### src/rtl/memr_pkg.sv
// Shared constants and FSM state type for the R-vector memory write path.
package memr_pkg;

  localparam int ELEMENT_WIDTH = 64;
  localparam int NO_OF_UNITS   = 8;
  localparam int ADDRESS_WIDTH = 20;

  typedef enum logic [1:0] {
    ST_IDLE  = 2'd0,
    ST_PACK  = 2'd1,
    ST_WRITE = 2'd2,
    ST_DONE  = 2'd3
  } memr_state_e;

endpackage

### src/rtl/memr_stream_writer_if.sv
// Element stream in, memory write port out, grouped for the stream writer.
interface memr_stream_writer_if
  import memr_pkg::*;
#(
  parameter int element_width = ELEMENT_WIDTH,
  parameter int no_of_units   = NO_OF_UNITS,
  parameter int address_width = ADDRESS_WIDTH
) ();

  // An element transfers on a rising edge where in_valid && in_ready; the
  // producer holds in_data stable while in_valid waits for in_ready.
  logic                                 in_valid;
  logic [element_width-1:0]             in_data;
  logic                                 in_ready;
  logic                                 mem_write_enable;
  logic [address_width-1:0]             mem_write_address;
  logic [no_of_units*element_width-1:0] mem_write_data;

  modport slave (
    input  in_valid, in_data,
    output in_ready, mem_write_enable, mem_write_address, mem_write_data
  );

  modport master (
    output in_valid, in_data,
    input  in_ready, mem_write_enable, mem_write_address, mem_write_data
  );

endinterface

### src/rtl/memr_lane_packer.sv
// Collects consecutive elements into lanes; packed_next already includes the element loaded this cycle.
module memr_lane_packer
  import memr_pkg::*;
#(
  parameter int element_width = ELEMENT_WIDTH,
  parameter int no_of_units   = NO_OF_UNITS
) (
  input  logic                                 clk,
  input  logic                                 rst_n,
  input  logic                                 clear,
  input  logic                                 load,
  input  logic [element_width-1:0]             in_data,
  output logic [no_of_units*element_width-1:0] packed_next,
  output logic                                 last_lane
);

  localparam int LW = (no_of_units > 1) ? $clog2(no_of_units) : 1;

  logic [element_width-1:0] lanes_q [no_of_units];
  logic [element_width-1:0] lanes_d [no_of_units];
  logic [LW-1:0]            lane_cnt_q, lane_cnt_d;

  assign last_lane = (lane_cnt_q == LW'(no_of_units - 1));

  always_comb begin
    lanes_d    = lanes_q;
    lane_cnt_d = lane_cnt_q;
    if (clear) begin
      lane_cnt_d = '0;
    end else if (load) begin
      lanes_d[lane_cnt_q] = in_data;
      lane_cnt_d          = last_lane ? '0 : lane_cnt_q + LW'(1);
    end
  end

  always_comb begin
    packed_next = '0;
    for (int i = 0; i < no_of_units; i++) begin
      packed_next[i*element_width +: element_width] = lanes_d[i];
    end
  end

  always_ff @(posedge clk or negedge rst_n) begin
    if (!rst_n) begin
      for (int i = 0; i < no_of_units; i++) lanes_q[i] <= '0;
      lane_cnt_q <= '0;
    end else begin
      lanes_q    <= lanes_d;
      lane_cnt_q <= lane_cnt_d;
    end
  end

endmodule

### src/rtl/memr_stream_writer.sv
// Packs the element stream into memory words and writes word_count words from base_address on.
module memr_stream_writer
  import memr_pkg::*;
#(
  parameter int element_width = ELEMENT_WIDTH,
  parameter int no_of_units   = NO_OF_UNITS,
  parameter int address_width = ADDRESS_WIDTH
) (
  input  logic                     clk,
  input  logic                     rst_n,
  input  logic                     start,
  input  logic [address_width-1:0] base_address,
  input  logic [address_width-1:0] word_count,
  output logic                     busy,
  output logic                     finish,
  output memr_state_e              dbg_state,
  memr_stream_writer_if.slave      bus
);

  localparam int DW = no_of_units * element_width;

  memr_state_e              state_q, state_d;
  logic [address_width-1:0] base_q, base_d;
  logic [address_width-1:0] count_q, count_d;
  logic [address_width-1:0] word_idx_q, word_idx_d;
  logic                     in_ready_q, in_ready_d;
  logic                     we_q, we_d;
  logic [address_width-1:0] addr_q, addr_d;
  logic [DW-1:0]            data_q, data_d;
  logic                     busy_q, busy_d;
  logic                     finish_q, finish_d;

  logic          pack_clear;
  logic          accept;
  logic          last_lane;
  logic [DW-1:0] packed_next;

  assign accept = in_ready_q && bus.in_valid;

  memr_lane_packer #(
    .element_width(element_width),
    .no_of_units  (no_of_units)
  ) u_packer (
    .clk        (clk),
    .rst_n      (rst_n),
    .clear      (pack_clear),
    .load       (accept),
    .in_data    (bus.in_data),
    .packed_next(packed_next),
    .last_lane  (last_lane)
  );

  always_ff @(posedge clk or negedge rst_n) begin
    if (!rst_n) begin
      state_q    <= ST_IDLE;
      base_q     <= '0;
      count_q    <= '0;
      word_idx_q <= '0;
      in_ready_q <= 1'b0;
      we_q       <= 1'b0;
      addr_q     <= '0;
      data_q     <= '0;
      busy_q     <= 1'b0;
      finish_q   <= 1'b0;
    end else begin
      state_q    <= state_d;
      base_q     <= base_d;
      count_q    <= count_d;
      word_idx_q <= word_idx_d;
      in_ready_q <= in_ready_d;
      we_q       <= we_d;
      addr_q     <= addr_d;
      data_q     <= data_d;
      busy_q     <= busy_d;
      finish_q   <= finish_d;
    end
  end

  always_comb begin
    state_d    = state_q;
    base_d     = base_q;
    count_d    = count_q;
    word_idx_d = word_idx_q;
    pack_clear = 1'b0;
    unique case (state_q)
      ST_IDLE, ST_DONE: begin
        if (start) begin
          base_d     = base_address;
          count_d    = word_count;
          word_idx_d = '0;
          pack_clear = 1'b1;
          state_d    = (word_count == '0) ? ST_DONE : ST_PACK;
        end
      end
      ST_PACK: begin
        if (accept && last_lane) state_d = ST_WRITE;
      end
      ST_WRITE: begin
        word_idx_d = word_idx_q + address_width'(1);
        state_d    = (word_idx_d == count_q) ? ST_DONE : ST_PACK;
      end
      default: state_d = ST_IDLE;
    endcase
  end

  // Outputs are registered from the next state so they line up with the state they describe.
  always_comb begin
    in_ready_d = (state_d == ST_PACK);
    we_d       = (state_d == ST_WRITE);
    busy_d     = in_ready_d || we_d;
    finish_d   = (state_d == ST_DONE);
    addr_d     = addr_q;
    data_d     = data_q;
    if (state_q == ST_PACK && state_d == ST_WRITE) begin
      addr_d = base_q + word_idx_q;
      data_d = packed_next;
    end
  end

  assign bus.in_ready          = in_ready_q;
  assign bus.mem_write_enable  = we_q;
  assign bus.mem_write_address = addr_q;
  assign bus.mem_write_data    = data_q;
  assign busy                  = busy_q;
  assign finish                = finish_q;
  assign dbg_state             = state_q;

endmodule

### src/flat_wrapper.sv
// flat-port wrapper written by rule: the top's interface ports become plain ports
module memr_stream_writer_flat import memr_pkg::*;
#(
  parameter int element_width = ELEMENT_WIDTH,
  parameter int no_of_units   = NO_OF_UNITS,
  parameter int address_width = ADDRESS_WIDTH
)
  (clk, rst_n, start, base_address, word_count, busy, finish, dbg_state, bus_in_valid, bus_in_data, bus_in_ready, bus_mem_write_enable, bus_mem_write_address, bus_mem_write_data);
  memr_stream_writer_if #(.element_width(element_width), .no_of_units(no_of_units), .address_width(address_width)) bus_i ();
  input  logic clk;
  input  logic rst_n;
  input  logic start;
  input  logic [address_width-1:0] base_address;
  input  logic [address_width-1:0] word_count;
  output logic busy;
  output logic finish;
  output memr_state_e dbg_state;
  input wire logic [$bits(bus_i.in_valid)-1:0] bus_in_valid;
  input wire logic [$bits(bus_i.in_data)-1:0] bus_in_data;
  output wire logic [$bits(bus_i.in_ready)-1:0] bus_in_ready;
  output wire logic [$bits(bus_i.mem_write_enable)-1:0] bus_mem_write_enable;
  output wire logic [$bits(bus_i.mem_write_address)-1:0] bus_mem_write_address;
  output wire logic [$bits(bus_i.mem_write_data)-1:0] bus_mem_write_data;
  assign bus_i.in_valid = bus_in_valid;
  assign bus_i.in_data = bus_in_data;
  assign bus_in_ready = bus_i.in_ready;
  assign bus_mem_write_enable = bus_i.mem_write_enable;
  assign bus_mem_write_address = bus_i.mem_write_address;
  assign bus_mem_write_data = bus_i.mem_write_data;
  memr_stream_writer #(.element_width(element_width), .no_of_units(no_of_units), .address_width(address_width)) u_core (.clk(clk), .rst_n(rst_n), .start(start), .base_address(base_address), .word_count(word_count), .busy(busy), .finish(finish), .dbg_state(dbg_state), .bus(bus_i));
endmodule
### config.mk
export PLATFORM = sky130hd
export DESIGN_NAME = memr_stream_writer_flat
export DESIGN_NICKNAME = d
export VERILOG_FILES = /design/src/rtl/memr_pkg.sv /design/src/rtl/memr_stream_writer_if.sv /design/src/rtl/memr_lane_packer.sv /design/src/rtl/memr_stream_writer.sv /design/src/flat_wrapper.sv
export SDC_FILE = /design/constraint.sdc
export NUM_CORES = 2
export LEC_CHECK = 0
export BUFFER_PORTS_ARGS = -buffer_cell sky130_fd_sc_hd__buf_2
export CORE_MARGIN = 1.5
export CORE_UTILIZATION = 61
export DETAILED_ROUTE_END_ITERATION = 10
export PLACE_DENSITY_LB_ADDON = 0.08
export SLEW_MARGIN = 20
export SYNTH_ARGS = -nofsm -noshare
export SYNTH_HDL_FRONTEND = slang
export SYNTH_HIERARCHICAL = 1
export SYNTH_SLANG_ARGS = --single-unit
### constraint.sdc
create_clock -name clk -period 5.7 [get_ports clk]
set_input_delay 1.14 -clock clk [delete_from_list [all_inputs] [get_ports clk]]
set_output_delay 1.14 -clock clk [all_outputs]
set_load 0.05 [all_outputs]
==> results.json <==
{
  "net-switching-power_mw": 5.87,
  "globalplace.congestion": 0.957,
  "timing.critical_path.slowest_cell_delay_ns": 0.73,
  "first_pass_iters": 8,
  "wl_met1_mm": 43.4,
  "drt-initial-drc-count": 1560,
  "synth.avg_cell_area_um2": 16.0,
  "grtUsageTotal_pct": 29.8,
  "syn_nets": 2852,
  "grt_pass1_vias": 26800,
  "p_leak_nw": 27.6,
  "drt-total-wl_mm": 108,
  "tns_ns": 0,
  "number_of_levels_the_h_tree_was_split_into": 3,
  "power_mw": 21.9,
  "wl_met3_mm": 7.65,
  "tritoncts.num_buffers": 110,
  "netlist_top_cells_area": "sky130_fd_sc_hd__dfrtp_1, sky130_fd_sc_hd__mux2_2, sky130_fd_sc_hd__mux2_4",
  "holdWs_ns": 0.481,
  "synth_largest_type_area_fraction_pct": 64.0,
  "pwr-share-comb_pct": 19.4,
  "yosys_warnings": 6,
  "yosys.area.top_type": "sky130_fd_sc_hd__dfrtp_1",
  "final_net_count": 3508,
  "placed_cells_incl_taps": 4200,
  "ctsHoldBuffers": 0,
  "detail_route.wl_per_cell_um": 24.6,
  "period_needed_ns": 4.52,
  "worstSkewPairLatency_ns": 0.67,
  "worst-endpoint-arrival_ns": 5.07,
  "cts-resized-gates": 0,
  "die_height_um": 270,
  "synth_seq_cells": 1113,
  "detail_route.drc_violations": 0,
  "worst_case_vdd_ir_drop_mv": 0.297,
  "area_growth_pct": 18.1,
  "vias": 25100,
  "post-route-cell-area_mm2": 0.0513,
  "clkPwrFrac_pct": 34.1,
  "viasPerCell": 5.71,
  "async_set_reset_flop_share_out_of_synthesis_pct": 100,
  "critPathSlowestCell": "sky130_fd_sc_hd__buf_4",
  "grt_pass1_wl_mm": 166,
  "total_of_max_cap_violations": 0,
  "maximum_fanout_encountered_on_the_critical_timing_path": 75,
  "final_cell_count_no_fill": 4399,
  "power_density_mw_per_mm2": 426,
  "timing.setup.critical_path_class": "reg2reg",
  "report.final.setup_viol": 0,
  "post_synth_inst_count": 2716,
  "clock_tree_from_tritoncts": "yes",
  "die_width_um": 270,
  "io_buffers": 645,
  "power_frac_seq_pct": 46.5,
  "maximum_number_of_pins_on_one_net_before_global_route_repair": 152,
  "outcome": "finished, final reports clean",
  "synth.yosys.seq_area_share_pct": 64.0,
  "setup_repair_after_global_routing_missed_its_margin": "no",
  "number_of_buffers_inserted_by_post_cts_setup_repair": 0,
  "power.share.switching_pct": 26.9,
  "timing.final.crit_share_pct": 79.3,
  "internal_power_mw": 16.0,
  "post_dp_cell_area_mm2": 0.0476,
  "std_cell_rows": 97,
  "postRouteAntennaNets": 0,
  "count_of_flip_flops_with_a_built_in_enable_after_synthesis": 0,
  "clk_pin_slew_ns": 0.06,
  "synth_flop_cell": "sky130_fd_sc_hd__dfrtp_1",
  "timing.critical_path.buf_inv": 1,
  "synthesis.area_mm2": 0.0435,
  "io_pins": 646,
  "tightestPinTransition_ns": 1.12,
  "reg2reg_setup_slack_ns": 1.18,
  "setup_slack_ns": 1.18,
  "ctsLongestPathBuffers": 3,
  "initial_core_util_pct": 61.9,
  "holdCritPathClass": "reg2reg",
  "post_synth_num_cell_types": 60,
  "setup.worst_path.end_class": "flop",
  "critical_path.most_common_cell": "sky130_fd_sc_hd__ha_1",
  "grt_antenna_before_repair": 5,
  "drive_above_1_share_pct": 56.2,
  "design.core.area_mm2": 0.0703,
  "final_core_util_pct": 73.1,
  "path_delay_family": "simple AND/OR/NAND/NOR gates",
  "timing.max_slew.rel_slack_pct": 25.1,
  "mostFrequentLayoutCells": "sky130_fd_sc_hd__dfrtp_1, sky130_fd_sc_hd__mux2_2, sky130_fd_sc_hd__buf_2",
  "hold_violations": 0,
  "dpl_ws_ns": 1.31,
  "path_cells": "ha_1 -> and4_1 -> nand2_1 -> nor3_1 -> nand3_1 -> a31o_2 -> a21oi_1 -> o21ai_1 -> ha_1 -> nand2_4 -> buf_4 -> o21ai_0 -> a211o_1",
  "slew_viol_final": 0,
  "highest_layer": "met5",
  "design.die.area_mm2": 0.0729,
  "met2_wire_length_mm": 52.9,
  "numClockSinks": 1113,
  "fmaxAchievable_mhz": 221,
  "final_common_cell": "sky130_fd_sc_hd__dfrtp_1",
  "clk_root_buffer_cell": "sky130_fd_sc_hd__clkbuf_16",
  "place_hpwl_mm": 73.1,
  "worst_clock_skew_ns": 0.0200,
  "critical_path_required_ns": 6.24,
  "globalRouteOverflowTotal": 0,
  "worst_setup_path_start_kind": "flop"
}
[power by group through the flow]
| stage | sequential, mW | combinational [mW] | clock [mW] |
|---|---|---|---|
| floorplan | 10.5 | 2.74 | 0 |
| global placement | 10.2 | 4.02 | 0 |
| detailed placement | 10.3 | 4.22 | 0 |
| CTS | 10.2 | 4.25 | 7.58 |
| global route | 10.3 | 4.58 | 7.89 |
| finish | 10.2 | 4.24 | 7.45 |
[flip-flops by register name, indices dropped and copies added, names as in the netlist, 2 cells and up]
register and cells:
u_core/bus.mem_write_data 512, u_core/u_packer/lanes_q 512, u_core/base_q 20, u_core/bus.mem_write_address 20, u_core/count_q 20, u_core/word_idx_q 20
u_core/u_packer/lane_cnt_q 3, u_core/dbg_state 2
[final timing paths]
kind / depth (start not counted) / startpoint / end
setup / recovery: 13 / u_core/word_idx_q[0] / u_core/bus.mem_write_address[17]
hold / removal: 2 / u_core/bus.mem_write_address[16] / u_core/bus.mem_write_address[16]
setup reg to reg: 13 / u_core/word_idx_q[0] / u_core/bus.mem_write_address[17]
hold reg to reg: 2 / u_core/bus.mem_write_address[16] / u_core/bus.mem_write_address[16]
max in group asynchronous: 2 / rst_n / u_core/base_q[10]
min in group asynchronous: 1 / rst_n / u_core/bus.mem_write_data[146]
[worst min-delay path, delay by kind of cell, from the launching register on]
kind | cells | cell delay (ns)
AND/OR/NAND/NOR | 1 | 0.04
flip-flops | 1 | 0.34
AO/OA/AOI/OAI | 1 | 0.06
[layout make-up]
type	instances	area [µm²]
well taps	940	1180
clock inverters	45	623
repair buffers	686	3730
flip-flops and latches	1113	27900
multi-input cells	1445	14700
clock buffers	152	3140
inverters	16	60.1
fillers	4606	18900
diodes	2	5.00
[cell usage after synthesis (3+ instances only)]
master and instances:
sky130_fd_sc_hd__a21oi_1 30, sky130_fd_sc_hd__xnor2_1 26, sky130_fd_sc_hd__nand3b_1 3, sky130_fd_sc_hd__buf_4 16, sky130_fd_sc_hd__and3_1 7, sky130_fd_sc_hd__buf_6 19
sky130_fd_sc_hd__a21boi_0 3, sky130_fd_sc_hd__inv_1 16, sky130_fd_sc_hd__xor2_1 18, sky130_fd_sc_hd__mux2_4 60, sky130_fd_sc_hd__a31oi_1 6, sky130_fd_sc_hd__a21o_1 9
sky130_fd_sc_hd__a22o_1 4, sky130_fd_sc_hd__mux2i_1 10, sky130_fd_sc_hd__clkbuf_1 73, sky130_fd_sc_hd__nor4_1 9, sky130_fd_sc_hd__and4_1 4, sky130_fd_sc_hd__nand2b_1 5
sky130_fd_sc_hd__and2_1 4, sky130_fd_sc_hd__o21bai_1 3, sky130_fd_sc_hd__buf_2 25, sky130_fd_sc_hd__nand4_1 10, sky130_fd_sc_hd__nand2_1 60, sky130_fd_sc_hd__buf_12 6
sky130_fd_sc_hd__ha_1 27, sky130_fd_sc_hd__nor3_1 16, sky130_fd_sc_hd__o21ai_0 50, sky130_fd_sc_hd__o21a_1 3, sky130_fd_sc_hd__nand3_1 11, sky130_fd_sc_hd__mux2_2 1003
sky130_fd_sc_hd__nor2_1 28, sky130_fd_sc_hd__dfrtp_1 1113
[cell families after synthesis]
logic type	after synthesis	synth area share [%]
multiplexers	1073	28.3
buffers and inverters	158	2.13
XOR/XNOR	44	0.886
flip-flops	1113	64.0
AO/OA/AOI/OAI	127	1.77
adder cells (fa/ha/maj)	28	0.823
AND/OR/NAND/NOR	173	2.07
[layer usage]
metal,track usage (%),up-vias
met5,0,-
met4,12.1,6
met3,8.61,209
met2,49.2,708
met1,37.1,13300
li1,-,10900
No activity file was read; power rests on OpenSTA's default activity.
